$ cat config.mk
export PLATFORM = sky130hd
export DESIGN_NAME = stack_tracker
export DESIGN_NICKNAME = d
export VERILOG_FILES = /design/src/rtl/stack_tracker_pkg.sv /design/src/rtl/stack_mem.sv /design/src/rtl/stack_tracker.sv
export SDC_FILE = /design/constraint.sdc
export NUM_CORES = 1
export LEC_CHECK = 0
export ABC_AREA = 1
export ABC_CLOCK_PERIOD_IN_PS = 11300
export CORE_AREA = 2 2 225 227
export DETAILED_ROUTE_END_ITERATION = 8
export DIE_AREA = 0 0 227 229
export SYNTH_ARGS = -nofsm -noshare
export SYNTH_HDL_FRONTEND = slang
export SYNTH_HIERARCHICAL = 1
export SYNTH_SLANG_ARGS = --single-unit
$ cat constraint.sdc
create_clock -name clk -period 11.3 [get_ports clk]
set_input_delay 1.695 -clock clk [delete_from_list [all_inputs] [get_ports clk]]
set_output_delay 1.695 -clock clk [all_outputs]
set_load 0.01 [all_outputs]
$ cat src/rtl/stack_tracker_pkg.sv
// rtl/stack_tracker_pkg.sv - shared FSM state type and default geometry for the stack tracker
package stack_tracker_pkg;

  localparam int X_W_DEF       = 9;
  localparam int SIZE_W_DEF    = 4;
  localparam int UNIT_LOG2_DEF = 3;
  localparam int DEPTH_DEF     = 16;

  typedef enum logic [2:0] {
    ST_IDLE   = 3'd0,
    ST_CHECK  = 3'd1,
    ST_COMMIT = 3'd2,
    ST_OVER   = 3'd3,
    ST_WON    = 3'd4
  } state_e;

endpackage

$ cat src/rtl/stack_mem.sv
// rtl/stack_mem.sv - row storage for stacked block spans, synchronous write, asynchronous read
module stack_mem #(
  parameter int DEPTH = 16,
  parameter int DW    = 18,
  parameter int AW    = 4
) (
  input  logic          clk,
  input  logic          wr_en_i,
  input  logic [AW-1:0] wr_addr_i,
  input  logic [DW-1:0] wr_data_i,
  input  logic [AW-1:0] rd_addr_i,
  output logic [DW-1:0] rd_data_o
);

  logic [DW-1:0] mem_q [DEPTH];

  always_ff @(posedge clk) begin
    if (wr_en_i) begin
      mem_q[wr_addr_i] <= wr_data_i;
    end
  end

  assign rd_data_o = mem_q[rd_addr_i];

endmodule

$ cat src/rtl/stack_tracker.sv
// rtl/stack_tracker.sv - judges block placements against the top of the stack and records hits
module stack_tracker
  import stack_tracker_pkg::*;
#(
  parameter int  X_W       = X_W_DEF,
  parameter int  SIZE_W    = SIZE_W_DEF,
  parameter int  UNIT_LOG2 = UNIT_LOG2_DEF,
  parameter int  DEPTH     = DEPTH_DEF,
  localparam int H_W       = $clog2(DEPTH + 1)
) (
  input  logic              clk,
  input  logic              resetn,
  input  logic              restart,
  input  logic              place_valid,
  output logic              place_ready,
  input  logic [X_W-1:0]    curr_block_start,
  input  logic [X_W-1:0]    curr_block_end,
  output logic [X_W-1:0]    prev_block_start,
  output logic [X_W-1:0]    prev_block_end,
  output logic [SIZE_W-1:0] prev_block_size,
  output logic [H_W-1:0]    height,
  output logic              result_valid,
  output logic              result_hit,
  output logic              game_over,
  output logic              game_won,
  input  logic [H_W-1:0]    rd_row,
  output logic [X_W-1:0]    rd_start,
  output logic [X_W-1:0]    rd_end
);

  localparam int AW = (DEPTH > 1) ? $clog2(DEPTH) : 1;
  localparam logic [X_W:0] SIZE_MAX = (X_W+1)'((1 << SIZE_W) - 1);

  state_e              state_q, state_d;
  logic [X_W-1:0]      cap_start_q, cap_start_d, cap_end_q, cap_end_d;
  logic [X_W-1:0]      prev_start_q, prev_start_d, prev_end_q, prev_end_d;
  logic [SIZE_W-1:0]   prev_size_q, prev_size_d;
  logic [H_W-1:0]      height_q, height_d;
  logic                rv_q, rv_d, rh_q, rh_d, over_q, over_d, won_q, won_d;

  logic [X_W-1:0]      trim_start, trim_end;
  logic [X_W:0]        trim_span, trim_units;
  logic [SIZE_W-1:0]   trim_size;
  logic                miss, wr_en;
  logic [2*X_W-1:0]    rd_data;

  // Span width needs one extra bit: a full-width block is 2^X_W pixels wide.
  always_comb begin
    trim_start = cap_start_q;
    trim_end   = cap_end_q;
    if (height_q != '0) begin
      trim_start = (cap_start_q > prev_start_q) ? cap_start_q : prev_start_q;
      trim_end   = (cap_end_q < prev_end_q) ? cap_end_q : prev_end_q;
    end
    trim_span  = {1'b0, trim_end} - {1'b0, trim_start} + (X_W+1)'(1);
    trim_units = trim_span >> UNIT_LOG2;
    trim_size  = (trim_units > SIZE_MAX) ? SIZE_MAX[SIZE_W-1:0] : trim_units[SIZE_W-1:0];
    miss = (cap_start_q > cap_end_q)
        || ((height_q != '0) && ((cap_start_q > prev_end_q) || (cap_end_q < prev_start_q)))
        || (trim_size == '0);
  end

  assign wr_en = (state_q == ST_CHECK) && !miss && !restart;

  stack_mem #(.DEPTH(DEPTH), .DW(2 * X_W), .AW(AW)) u_mem (
    .clk       (clk),
    .wr_en_i   (wr_en),
    .wr_addr_i (height_q[AW-1:0]),
    .wr_data_i ({trim_end, trim_start}),
    .rd_addr_i (rd_row[AW-1:0]),
    .rd_data_o (rd_data)
  );

  always_comb begin
    state_d      = state_q;
    cap_start_d  = cap_start_q;
    cap_end_d    = cap_end_q;
    prev_start_d = prev_start_q;
    prev_end_d   = prev_end_q;
    prev_size_d  = prev_size_q;
    height_d     = height_q;
    rv_d         = 1'b0;
    rh_d         = rh_q;
    over_d       = over_q;
    won_d        = won_q;
    if (restart) begin
      state_d      = ST_IDLE;
      prev_start_d = '0;
      prev_end_d   = '0;
      prev_size_d  = '0;
      height_d     = '0;
      rh_d         = 1'b0;
      over_d       = 1'b0;
      won_d        = 1'b0;
    end else begin
      case (state_q)
        ST_IDLE: begin
          if (place_valid) begin
            cap_start_d = curr_block_start;
            cap_end_d   = curr_block_end;
            state_d     = ST_CHECK;
          end
        end
        ST_CHECK: begin
          rv_d = 1'b1;
          if (miss) begin
            rh_d    = 1'b0;
            over_d  = 1'b1;
            state_d = ST_OVER;
          end else begin
            rh_d         = 1'b1;
            prev_start_d = trim_start;
            prev_end_d   = trim_end;
            prev_size_d  = trim_size;
            height_d     = height_q + H_W'(1);
            state_d      = ST_COMMIT;
          end
        end
        ST_COMMIT: begin
          if (height_q == H_W'(DEPTH)) begin
            won_d   = 1'b1;
            state_d = ST_WON;
          end else begin
            state_d = ST_IDLE;
          end
        end
        ST_OVER, ST_WON: state_d = state_q;
        default:         state_d = ST_IDLE;
      endcase
    end
  end

  always_ff @(posedge clk or negedge resetn) begin
    if (!resetn) begin
      state_q      <= ST_IDLE;
      cap_start_q  <= '0;
      cap_end_q    <= '0;
      prev_start_q <= '0;
      prev_end_q   <= '0;
      prev_size_q  <= '0;
      height_q     <= '0;
      rv_q         <= 1'b0;
      rh_q         <= 1'b0;
      over_q       <= 1'b0;
      won_q        <= 1'b0;
    end else begin
      state_q      <= state_d;
      cap_start_q  <= cap_start_d;
      cap_end_q    <= cap_end_d;
      prev_start_q <= prev_start_d;
      prev_end_q   <= prev_end_d;
      prev_size_q  <= prev_size_d;
      height_q     <= height_d;
      rv_q         <= rv_d;
      rh_q         <= rh_d;
      over_q       <= over_d;
      won_q        <= won_d;
    end
  end

  assign place_ready      = (state_q == ST_IDLE);
  assign prev_block_start = prev_start_q;
  assign prev_block_end   = prev_end_q;
  assign prev_block_size  = prev_size_q;
  assign height           = height_q;
  assign result_valid     = rv_q;
  assign result_hit       = rh_q;
  assign game_over        = over_q;
  assign game_won         = won_q;
  assign rd_start         = (rd_row < height_q) ? rd_data[X_W-1:0] : '0;
  assign rd_end           = (rd_row < height_q) ? rd_data[2*X_W-1:X_W] : '0;

endmodule
# --- Word level (Yosys, flattened, before mapping) ---
# Memories as Yosys holds them, arrays and structs flattened.
# Index checks and enable logic that the tools add are counted.
totals:
  memories: 1
  ram_bits: 288
  romBits: 0
  word_cells: 89
  ff_bits: 52
  latch_bits: 0
memory_table:
  columns: ["name", "depth", "width", "rd", "rd_ports_with_merged_regs", "wr", "line", "source"]
  rows:
  - ["u_mem.mem_q", 16, 18, 1, 0, 1, "stack_mem.sv:15", "logic [DW-1:0] mem_q [DEPTH];"]
op_classes:
  addsub: 3
  bitwise: 1
  shifts: 0
  div_mod_pow: 0
  n_lt_le_gt_ge: 7
  mux: 37
  mul: 0
  eq_ne: 8
  reduce_logical: 21
op_table:
  columns: ["cell", "count"]
  rows:
  - ["$mux 9", 12]
  - ["$gt 9x9->1", 3]
  - ["$lt 9x9->1", 2]
  - ["$mux 4", 4]
  - ["$mux 5", 3]
  - ["$mux 1", 14]
  - ["$pmux 3 s4", 1]
  - ["$add 10x1->10 const B", 1]
  - ["$sub 9x9->10", 1]
  - ["$mux 3", 3]
  - ["$reduce_and 2->1", 4]
  - ["$reduce_bool 2->1", 4]
  - ["$gt 7x4->1 const B", 1]
  - ["$eq 3x2->1 const B", 2]
  - ["$add 5x1->5 const B", 1]
  - ["$eq 5x5->1 const B", 1]
  - ["$lt 5x5->1", 1]
  - ["$reduce_bool 5->1", 1]
  - ["$logic_not 4->1", 1]
  - ["$ne 2x2->1 const B", 2]
  - ["$eq 3x1->1 const B", 1]
  - ["$eq 3x3->1 const B", 1]
  - ["$logic_and 1x1->1", 3]
  - ["$logic_not 3->1", 1]
  - ["6 further kinds", 9]

# --- Longest topological paths before layout ---
# Gate-level depths: netlist of run 1.
depth:
  depth_word: 14
  depth_mapped: 32
  ltp_nobuf: 32

# --- Modules after synthesis ---
# Netlist of run 1, hierarchy kept.
modules_own_cells:
  columns: ["mod", "cells_each", "area_per_inst_um2", "instances"]
  rows:
  - ["stack_mem", 1185, 12401.9, 1]
  - ["stack_tracker", 575, 4261.6, 1]

# --- Worst setup path before layout of run 1 ---
# No wires, ideal clock.
synth_timing:
  kind: "flip-flop to flip-flop"
  from: "register prev_end_q[8], in the netlist prev_block_end[8]"
  to: "memory u_mem.mem_q[12][0], enable pin"
  slack_ps: 5828
  n_path_buf: 2
  t_arrival_ps: 5080
  setup_ps: 393
  stages_incl_launch_ff: 25
  synth_period_minus_slack_ps: 5472
  cell_sequence: "dfrtp_1 > inv_1 > ha_1 > nand2_1 > nor2_1 > nand3_1 > nand3_1 > nand2_2 > clkbuf_1 > o21ai_0 > ha_1 > ha_1 > a21o_1 > a21oi_1 > nor2_1 > nor2_1 > nand3_1 > nand2_2 > nor2_4 > nand3_4 > nand3_4 > nor2_4 > buf_4 > nand3_1 > nor2_1"
synth_between:
  elab_chain_len: 14
synth_rtl:
  columns: ["element", "line", "source"]
  rows:
  - ["from (decl)", "stack_tracker.sv:36", "logic [X_W-1:0] prev_start_q, prev_start_d, prev_end_q, prev_end_d;"]
  - ["from (signal assigned)", "stack_tracker.sv:151", "prev_end_q <= prev_end_d;"]
  - ["$lt 9x9->1 (*)", "stack_tracker.sv:53", "trim_end = (cap_end_q < prev_end_q) ? cap_end_q : prev_end_q;"]
  - ["$mux 9 (*)", "stack_tracker.sv:53", null]
  - ["$mux 9 (*)", "stack_tracker.sv:51", "if (height_q != '0) begin"]
  - ["named net trim_end[6]", "stack_tracker.sv:41", "logic [X_W-1:0] trim_start, trim_end;"]
  - ["$sub 9x9->10 (*)", "stack_tracker.sv:55", "trim_span = {1'b0, trim_end} - {1'b0, trim_start} + (X_W+1)'(1);"]
  - ["$add 10x1->10 (*)", "stack_tracker.sv:55", null]
  - ["$gt 7x4->1", "stack_tracker.sv:57", "trim_size = (trim_units > SIZE_MAX) ? SIZE_MAX[SIZE_W-1:0] : trim_units[SIZE_W-1:0];"]
  - ["$mux 4 (*)", "stack_tracker.sv:57", null]
  - ["$logic_not 4->1 (*)", "stack_tracker.sv:60", "|| (trim_size == '0);"]
  - ["$logic_or 1x1->1 (*)", "stack_tracker.sv:60", null]
  - ["$logic_not 1->1 (*)", "stack_tracker.sv:63", "assign wr_en = (state_q == ST_CHECK) && !miss && !restart;"]
  - ["$logic_and 1x1->1 (*) (2 in a row)", "stack_tracker.sv:63", null]
  - ["named net wr_en", "stack_tracker.sv:44", "logic miss, wr_en;"]
  - ["$mux 1 (*)", "stack_mem.sv:18", "if (wr_en_i) begin"]
  - ["$mux 1 (not written as such) (*)", "stack_mem.sv:19", "mem_q[wr_addr_i] <= wr_data_i;"]
  - ["to (decl)", "stack_mem.sv:15", null]
# The timed path passes the listed nets; every way through them passes the cells marked *.

# --- Worst setup path after layout of run 1 ---
layout_timing:
  from: "register cap_start_q[4]"
  to: "memory u_mem.mem_q[15][13], enable pin"
layout_between:
  elab_chain_len: 14
layout_rtl:
  columns: ["element", "line", "source"]
  rows:
  - ["from (decl)", "stack_tracker.sv:35", "logic [X_W-1:0] cap_start_q, cap_start_d, cap_end_q, cap_end_d;"]
  - ["from (signal assigned)", "stack_tracker.sv:148", "cap_start_q <= cap_start_d;"]
  - ["$gt 9x9->1 (*)", "stack_tracker.sv:52", "trim_start = (cap_start_q > prev_start_q) ? cap_start_q : prev_start_q;"]
  - ["$mux 9 (*)", "stack_tracker.sv:52", null]
  - ["$mux 9 (*)", "stack_tracker.sv:51", null]
  - ["named net trim_start[2]", "stack_tracker.sv:41", null]
  - ["$sub 9x9->10 (*)", "stack_tracker.sv:55", null]
  - ["$add 10x1->10 (*)", "stack_tracker.sv:55", null]
  - ["$gt 7x4->1", "stack_tracker.sv:57", null]
  - ["$mux 4 (*)", "stack_tracker.sv:57", null]
  - ["$logic_not 4->1 (*)", "stack_tracker.sv:60", null]
  - ["$logic_or 1x1->1 (*)", "stack_tracker.sv:60", null]
  - ["$logic_not 1->1 (*)", "stack_tracker.sv:63", null]
  - ["$logic_and 1x1->1 (*) (2 in a row)", "stack_tracker.sv:63", null]
  - ["$mux 1 (*)", "stack_mem.sv:18", null]
  - ["$mux 1 (not written as such) (*)", "stack_mem.sv:19", null]
# Marks and branches as above.

==> results of run 1 <==
cell usage in the layout, fill, tap and decap left out, types with 2 or more instances in the layout:
| master | instances |
|---|---|
| a211oi_1 | 2 |
| nor2_2 | 17 |
| nand4_1 | 2 |
| o21ai_0 | 21 |
| xnor2_1 | 2 |
| nand2_4 | 3 |
| inv_1 | 307 |
| xor2_1 | 6 |
| nand3_1 | 262 |
| edfxtp_1 | 288 |
| clkdlybuf4s50_1 | 72 |
| ha_1 | 61 |
| mux2_2 | 8 |
| clkinv_8 | 2 |
| buf_4 | 30 |
| clkinv_1 | 11 |
| nand2_2 | 7 |
| nand3b_1 | 4 |
| nor3_1 | 6 |
| dfrtp_1 | 52 |
| a21oi_1 | 32 |
| clkbuf_1 | 11 |
| clkbuf_16 | 39 |
| nor2_4 | 4 |
| bufinv_16 | 2 |
| clkinv_2 | 6 |
| nand2_1 | 522 |
| nor2_1 | 59 |
| buf_2 | 3 |
| a21o_1 | 5 |
| nand3_4 | 2 |
cells by family after synthesis:
| group | synth area share [%] |
|---|---|
| AO/OA/AOI/OAI | 2.32 |
| XOR/XNOR | 0.421 |
| adder cells (fa/ha/maj) | 4.58 |
| buffers and inverters | 9.49 |
| flip-flops | 59.7 |
| multiplexers | 0.541 |
| AND/OR/NAND/NOR | 22.9 |
registers in the layout, indices dropped and copies added, names as in the netlist:
name	flops
prev_block_start	9
height	5
result_valid	1
game_won	1
u_mem/mem_q	288
cap_end_q	9
cap_start_q	9
prev_block_end	9
result_hit	1
prev_block_size	4
game_over	1
state_q	3
routing by layer:
| metal | wire [microns] | global-route usage (%) | vias to the layer above |
|---|---|---|---|
| li1 | - | - | 5841 |
| met1 | 19000 | 23.1 | 5786 |
| met5 | 0 | 0 | - |
| met3 | 3000 | 3.40 | 78 |
| met4 | 1040 | 4.76 | 0 |
| met2 | 21100 | 28.8 | 384 |
worst paths after layout:
check	from	depth (start not counted)	endpoint	slack, ns
max reg2reg	cap_start_q[4]	28	u_mem/mem_q[15][13]	5.17
min	game_won	2	game_won	0.49
min in group asynchronous	resetn	2	cap_end_q[6]	1.30
max in group asynchronous	resetn	2	height[3]	9.55
min reg2reg	game_won	2	game_won	0.49
max	cap_start_q[4]	28	u_mem/mem_q[15][13]	5.17
report_power, final:
group	internal [W]	total (W)	switching (W)
clock network	0.000688	0.00118	0.000495
logic	0.000610	0.00195	0.00134
registers	0.00174	0.00184	0.0000930
through the flow:
stage	cell area [sq um]	setup WS [ns]	total power [W]	std cells	hold slack, ns
after floorplan	16700	5.83	0.00313	1760	0.517
after global placement	18100	5.07	0.00374	2467	0.472
after detailed placement	18100	5.10	0.00379	2467	0.484
after CTS	19300	5.09	0.00499	2536	0.499
after global routing	19300	4.68	0.00531	2536	0.517
final	19300	5.17	0.00497	2536	0.489
final cells by class:
type | count | area (sq um) | share of cell area (%)
clock buffers | 51 | 1030 | 5.34
repair buffers | 105 | 961 | 4.98
multi-input cells | 1037 | 5190 | 26.9
well taps | 672 | 841 | 4.35
clock inverters | 18 | 155 | 0.804
inverters | 313 | 1180 | 6.12
flip-flops and latches | 340 | 9950 | 51.5
critical path, delay by kind of cell, from the launching register on:
kind,cells,cell delay (ns)
and+or+nand+nor,23,3.75
buffers and inverters,2,0.69
adders and majority gates,2,0.61
DFF,1,0.44
AOI/OAI and AO/OA,1,0.32
synth_stat cells (all sizes together) (2+ instances only):
cell and n:
a211oi 2, a21o 5, a21oi 32, buf 53, clkbuf 17, clkinv 3, dfrtp 52, edfxtp 288
ha 61, inv 310, mux2 8, nand2 532, nand3 265, nand3b 4, nand4 4, nor2 80
nor3 6, o21ai 21, xnor2 2, xor2 6
==> flow_summary_export.csv, run 1 <==
group,metric,value,unit
clocking,clock-sinks,340,
critical_path,cpMostUsedCell,"nand2_1",
timing,hold_viol,0,
yosys,seq_area_frac_synth,59.7,%
grt,antenna_found_initial,0,
yosys,syn_inst,1760,
clocking,cts_resized,0,
timing,fin_skew,0.0210,ns
floorplan,die_y,229,microns
yosys,synth_area_per_cell,9.47,sq um
timing,fin_crit,6.13,ns
cells_and_area,fill_cells,4937,
route,ant_nets,0,
grt,grt_max_degree,145,
clocking,clk_path_buf_depth,3,
yosys,syn_area,16700,sq um
clocking,clkSlewWorstSetupHoldPaths,0.06,ns
critical_path,crit_slowest_cell,"nor2_4",
route,routedWlPerCell,17.4,microns
flow_run,cap_violations,0,
yosys,yosys_warnings,6,
route,drt-pass1-iter-count,6,
timing,relSlewSlack,18.8,%
yosys,synth_area_leaders,"edfxtp_1, nand2_1, nand3_1",
critical_path,crit_path_max_fanout,29,
place,hpwl,26700,microns
grt,grt_pass1_wl,69700,microns
yosys,yosys.cell_types.count,43,
floorplan,start_util,33.6,%
timing,tightest_slew,1.22,ns
route,drc,0,
place,gp_congestion,0.903,
critical_path,critPathLaunchType,"flop",
clocking,postCtsSetupBuffers,0,
route,num_vias,12100,
timing,period_share,54.3,%
yosys,synth_top_area_share,51.9,%
critical_path,cpPeakStageDelay,0.65,ns
status,status,"finished clean",
grt,grt_pass1_vias,12100,
cells_and_area,areaGrowthSynthToFinish,15.9,%
cells_and_area,num_antenna_cells,0,
timing,setup_tns,0,ns
floorplan,std_cell_rows,82,
route,drt_iter0_markers,933,
yosys,synth_edf_count,288,
grt,grt.overflow.total,0,
critical_path,cp_data_required_time,11.52,ns
critical_path,endpoint_kind,"flop",
power_and_ir_drop,leakagePower,8.48,nW
yosys,synth_top_area_cell,"edfxtp_1",
timing,finalSetupViolations,0,
grt,grt_usage,17.4,%
place,io_buffers,76,
yosys,synth_seq_cells,340,
route,drt-total-wl,44100,microns
cells_and_area,fin_nets,1923,
yosys,syn_nets,1848,
clocking,clk_latency,0.54,ns
yosys,synthFlopType,"edfxtp_1",
hold_path,min_path_type,"reg2reg",
clocking,h-tree-depth,2,
critical_path,crit_type,"reg2reg",
power_and_ir_drop,p_per_area,257,nW/um^2
critical_path,cp_data_arrival_time,6.35,ns
timing,slew_viol_final,0,
floorplan,die_x,227,microns
floorplan,die_area,52000,sq um
clocking,clockRootBuffer,"clkbuf_16",
floorplan,num_io_pins,77,
cells_and_area,finish.utilization,38.9,%
yosys,async_flop_share,15.3,%
route,drt-vias-per-instance,4.77,
timing,rsz0062_at_grt,"no",
clocking,cts_buffers,38,
floorplan,core_area,49700,sq um
clocking,cts_tree,"yes",
clocking,ctsHoldBuffers,0,
timing,fmax,163,MHz
power_and_ir_drop,ir_drop,0.000213,V
cells_and_area,layout-drive-gt1-share,7.03,%
Note: power is estimated with default switching activity, not from simulation.
==> inputs of run 2 (changes only) <==
Settings changed: ABC_CLOCK_PERIOD_IN_PS 11300 to 5000.
Clock period 11.3 ns to 5 ns, I/O delays scaled along.
==> run 2 against run 1 <==
Clock power rose by 120%. Cell area up 0.75%. Utilization grew 0.29 points. Sequential power rose by 130%. Clock skew is 0.0090 ns lower. Worst hold slack worse by 0.13 ns. Combinational power grew 150%. Power increased by 130%. Routed wire length increased by 5.5%. Non-clock buffer count is 19 higher. Via count up 0.79%. Critical path type unchanged. Critical endpoint is now u_mem/mem_q[12][2].
==> flow_summary_export.csv, run 2 (synthesized netlist as in run 1, its figures left out) <==
group,metric,value,unit
route,drt-total-wl,46600,microns
power_and_ir_drop,ir_drop,0.000416,V
floorplan,start_util,33.6,%
route,drt-pass1-iter-count,5,
clocking,clk_path_buf_depth,3,
power_and_ir_drop,leakagePower,8.57,nW
power_and_ir_drop,p_sw_share,40.5,%
floorplan,die_y,229,microns
clocking,ctsHoldBuffers,0,
critical_path,crit_type,"reg2reg",
grt,grt_usage,17.9,%
critical_path,crit_path_max_fanout,18,
critical_path,cpPeakStageDelay,0.38,ns
place,io_buffers,76,
critical_path,cp_data_required_time,5.21,ns
critical_path,endpoint_kind,"flop",
timing,relSlewSlack,35.6,%
power_and_ir_drop,clockPowerShare,22.5,%
status,status,"finished clean",
power_and_ir_drop,power_frac_comb,41.7,%
floorplan,core_area,49700,sq um
route,routedWlPerCell,18.3,microns
clocking,clockRootBuffer,"clkbuf_16",
grt,grt_pass1_vias,11700,
clocking,h-tree-depth,2,
grt,grt.overflow.total,0,
cells_and_area,mostFrequentLayoutCell,"nand2_1",
floorplan,die_x,227,microns
flow_run,cap_violations,0,
clocking,clkSlewWorstSetupHoldPaths,0.06,ns
route,num_vias,12200,
place,gp_congestion,0.834,
timing,fmax,218,MHz
critical_path,critPathLaunchType,"flop",
power_and_ir_drop,p_total,0.0116,W
timing,rsz0062_at_grt,"no",
hold_path,min_path_type,"in2async",
place,hpwl,30000,microns
timing,slew_viol_final,0,
critical_path,worst-path-buf-inv,3,
timing,tightest_slew,0.963,ns
route,ant_nets,0,
clocking,cts_tree,"yes",
power_and_ir_drop,switchingPower,0.00468,W
route,drt_iter0_markers,1034,
route,route.met2.wl,21900,microns
floorplan,std_cell_rows,82,
cells_and_area,areaGrowthSynthToFinish,16.7,%
cells_and_area,num_antenna_cells,0,
route,drc,0,
cells_and_area,registers.top_by_ff_count,"u_mem/mem_q",
grt,grt_pass1_wl,69900,microns
critical_path,path_cells,"inv_1 -> ha_1 -> nand2_1 -> nor2_2 -> nand3b_1 -> nand4_4 -> nand2_4 -> o21ai_1 -> ha_1 -> ha_1 -> nand2_1 -> nor2_1 -> nand3_1 -> o211ai_1 -> xor2_1 -> nor2_2 -> nand3_4 -> nand3_4 -> nor2_4 -> buf_12 -> nand3_1 -> nor2_2 -> buf_4",
cells_and_area,fin_nets,1942,
grt,antenna_found_initial,3,
floorplan,die_area,52000,sq um
power_and_ir_drop,p_per_area,594,nW/um^2
clocking,clk_latency,0.53,ns
timing,fin_crit,4.59,ns
route,wl_met1,20000,microns
route,drt-vias-per-instance,4.78,
route,highest_layer,"met5",
critical_path,cp_data_arrival_time,4.79,ns
power_and_ir_drop,internal-power,0.00687,W
critical_path,crit_slowest_cell,"dfrtp_1",
cells_and_area,largest_reg_flops,288,
cells_and_area,layout-drive-gt1-share,8.09,%
clocking,cts_buffers,38,
timing,hold_viol,0,
route,wl_met3,3430,microns
critical_path,critical-path-top-delay-family,"simple AND/OR/NAND/NOR gates",
timing,fin_skew,0.0120,ns
cells_and_area,layout_common_cells,"nand2_1, inv_1, edfxtp_1",
timing,setup_tns,0,ns
clocking,clock-sinks,340,
timing,finalSetupViolations,0,
grt,grt_max_degree,84,
power_and_ir_drop,power_frac_seq,35.9,%
timing,period_share,91.8,%
floorplan,num_io_pins,77,
-- run 2: cell type report --
type | count | area [sq um]
Fill cell | 4960 | 30200
Clock buffer | 46 | 1000
Multi-Input combinational cell | 1037 | 5200
Timing Repair Buffer | 124 | 1170
Clock inverter | 18 | 114
Tap cell | 672 | 841
Inverter | 313 | 1180
Sequential cell | 340 | 9950
-- run 2: worst paths after layout --
check                                          from             endpoint  slack (ns)  cells after the start
worst max-delay path            prev_block_start[4]   u_mem/mem_q[12][2]        0.41                     23
min in group clk                           game_won             game_won        0.52                      2
worst min register to register             game_won             game_won        0.52                      2
max in group asynchronous                    resetn  prev_block_start[0]        4.17                      2
worst max register to register  prev_block_start[4]   u_mem/mem_q[12][2]        0.41                     23
worst min-delay path                         resetn            game_over        0.36                      2
-- run 2: timing repair --
action | in CTS | in global routing
buffers inserted | 0 | 2
endpoints found under the setup margin | 0 | 287
resized for setup | 0 | 11
hold endpoints to repair | 0 | 0
-- run 2: routing by layer --
| layer | up-vias | global-route usage (%) |
|---|---|---|
| met3 | 76 | 3.39 |
| met4 | 4 | 4.84 |
| met1 | 5821 | 24.6 |
| met2 | 418 | 28.8 |
| met5 | - | 0 |
| li1 | 5865 | - |
-- run 2: metrics by stage --
step,cells,hold slack (ns),cell area (sq um),setup WS (ns),util [%]
finish,2550,0.355,19500,0.411,39.2
global route,2550,0.409,19500,0.0282,39.2
CTS,2548,0.372,19400,0.113,39.1
detailed placement,2484,0.510,18300,0.137,36.8
global placement,2484,0.497,18300,0.243,36.8
floorplan,1760,0.454,16700,0.0500,-
-- run 2: worst reg2reg max path, cell delays in order (launching register included) --
cell,delay (ns)
dfrtp_1,0.38
inv_1,0.10
ha_1,0.31
nand2_1,0.08
nor2_2,0.19
nand3b_1,0.15
nand4_4,0.15
nand2_4,0.14
o21ai_1,0.23
ha_1,0.27
ha_1,0.36
nand2_1,0.10
nor2_1,0.11
nand3_1,0.09
o211ai_1,0.11
xor2_1,0.27
nor2_2,0.08
nand3_4,0.12
nand3_4,0.09
nor2_4,0.16
buf_12,0.16
nand3_1,0.20
nor2_2,0.14
buf_4,0.29
-- run 2: power groups by stage --
stage / registers, W / clock network (W) / logic [W]
floorplan: 0.00416 / 0 / 0.00293
global placement: 0.00419 / 0 / 0.00470
detailed placement: 0.00420 / 0 / 0.00478
CTS: 0.00414 / 0.00264 / 0.00480
global route: 0.00418 / 0.00274 / 0.00537
finish: 0.00415 / 0.00259 / 0.00481
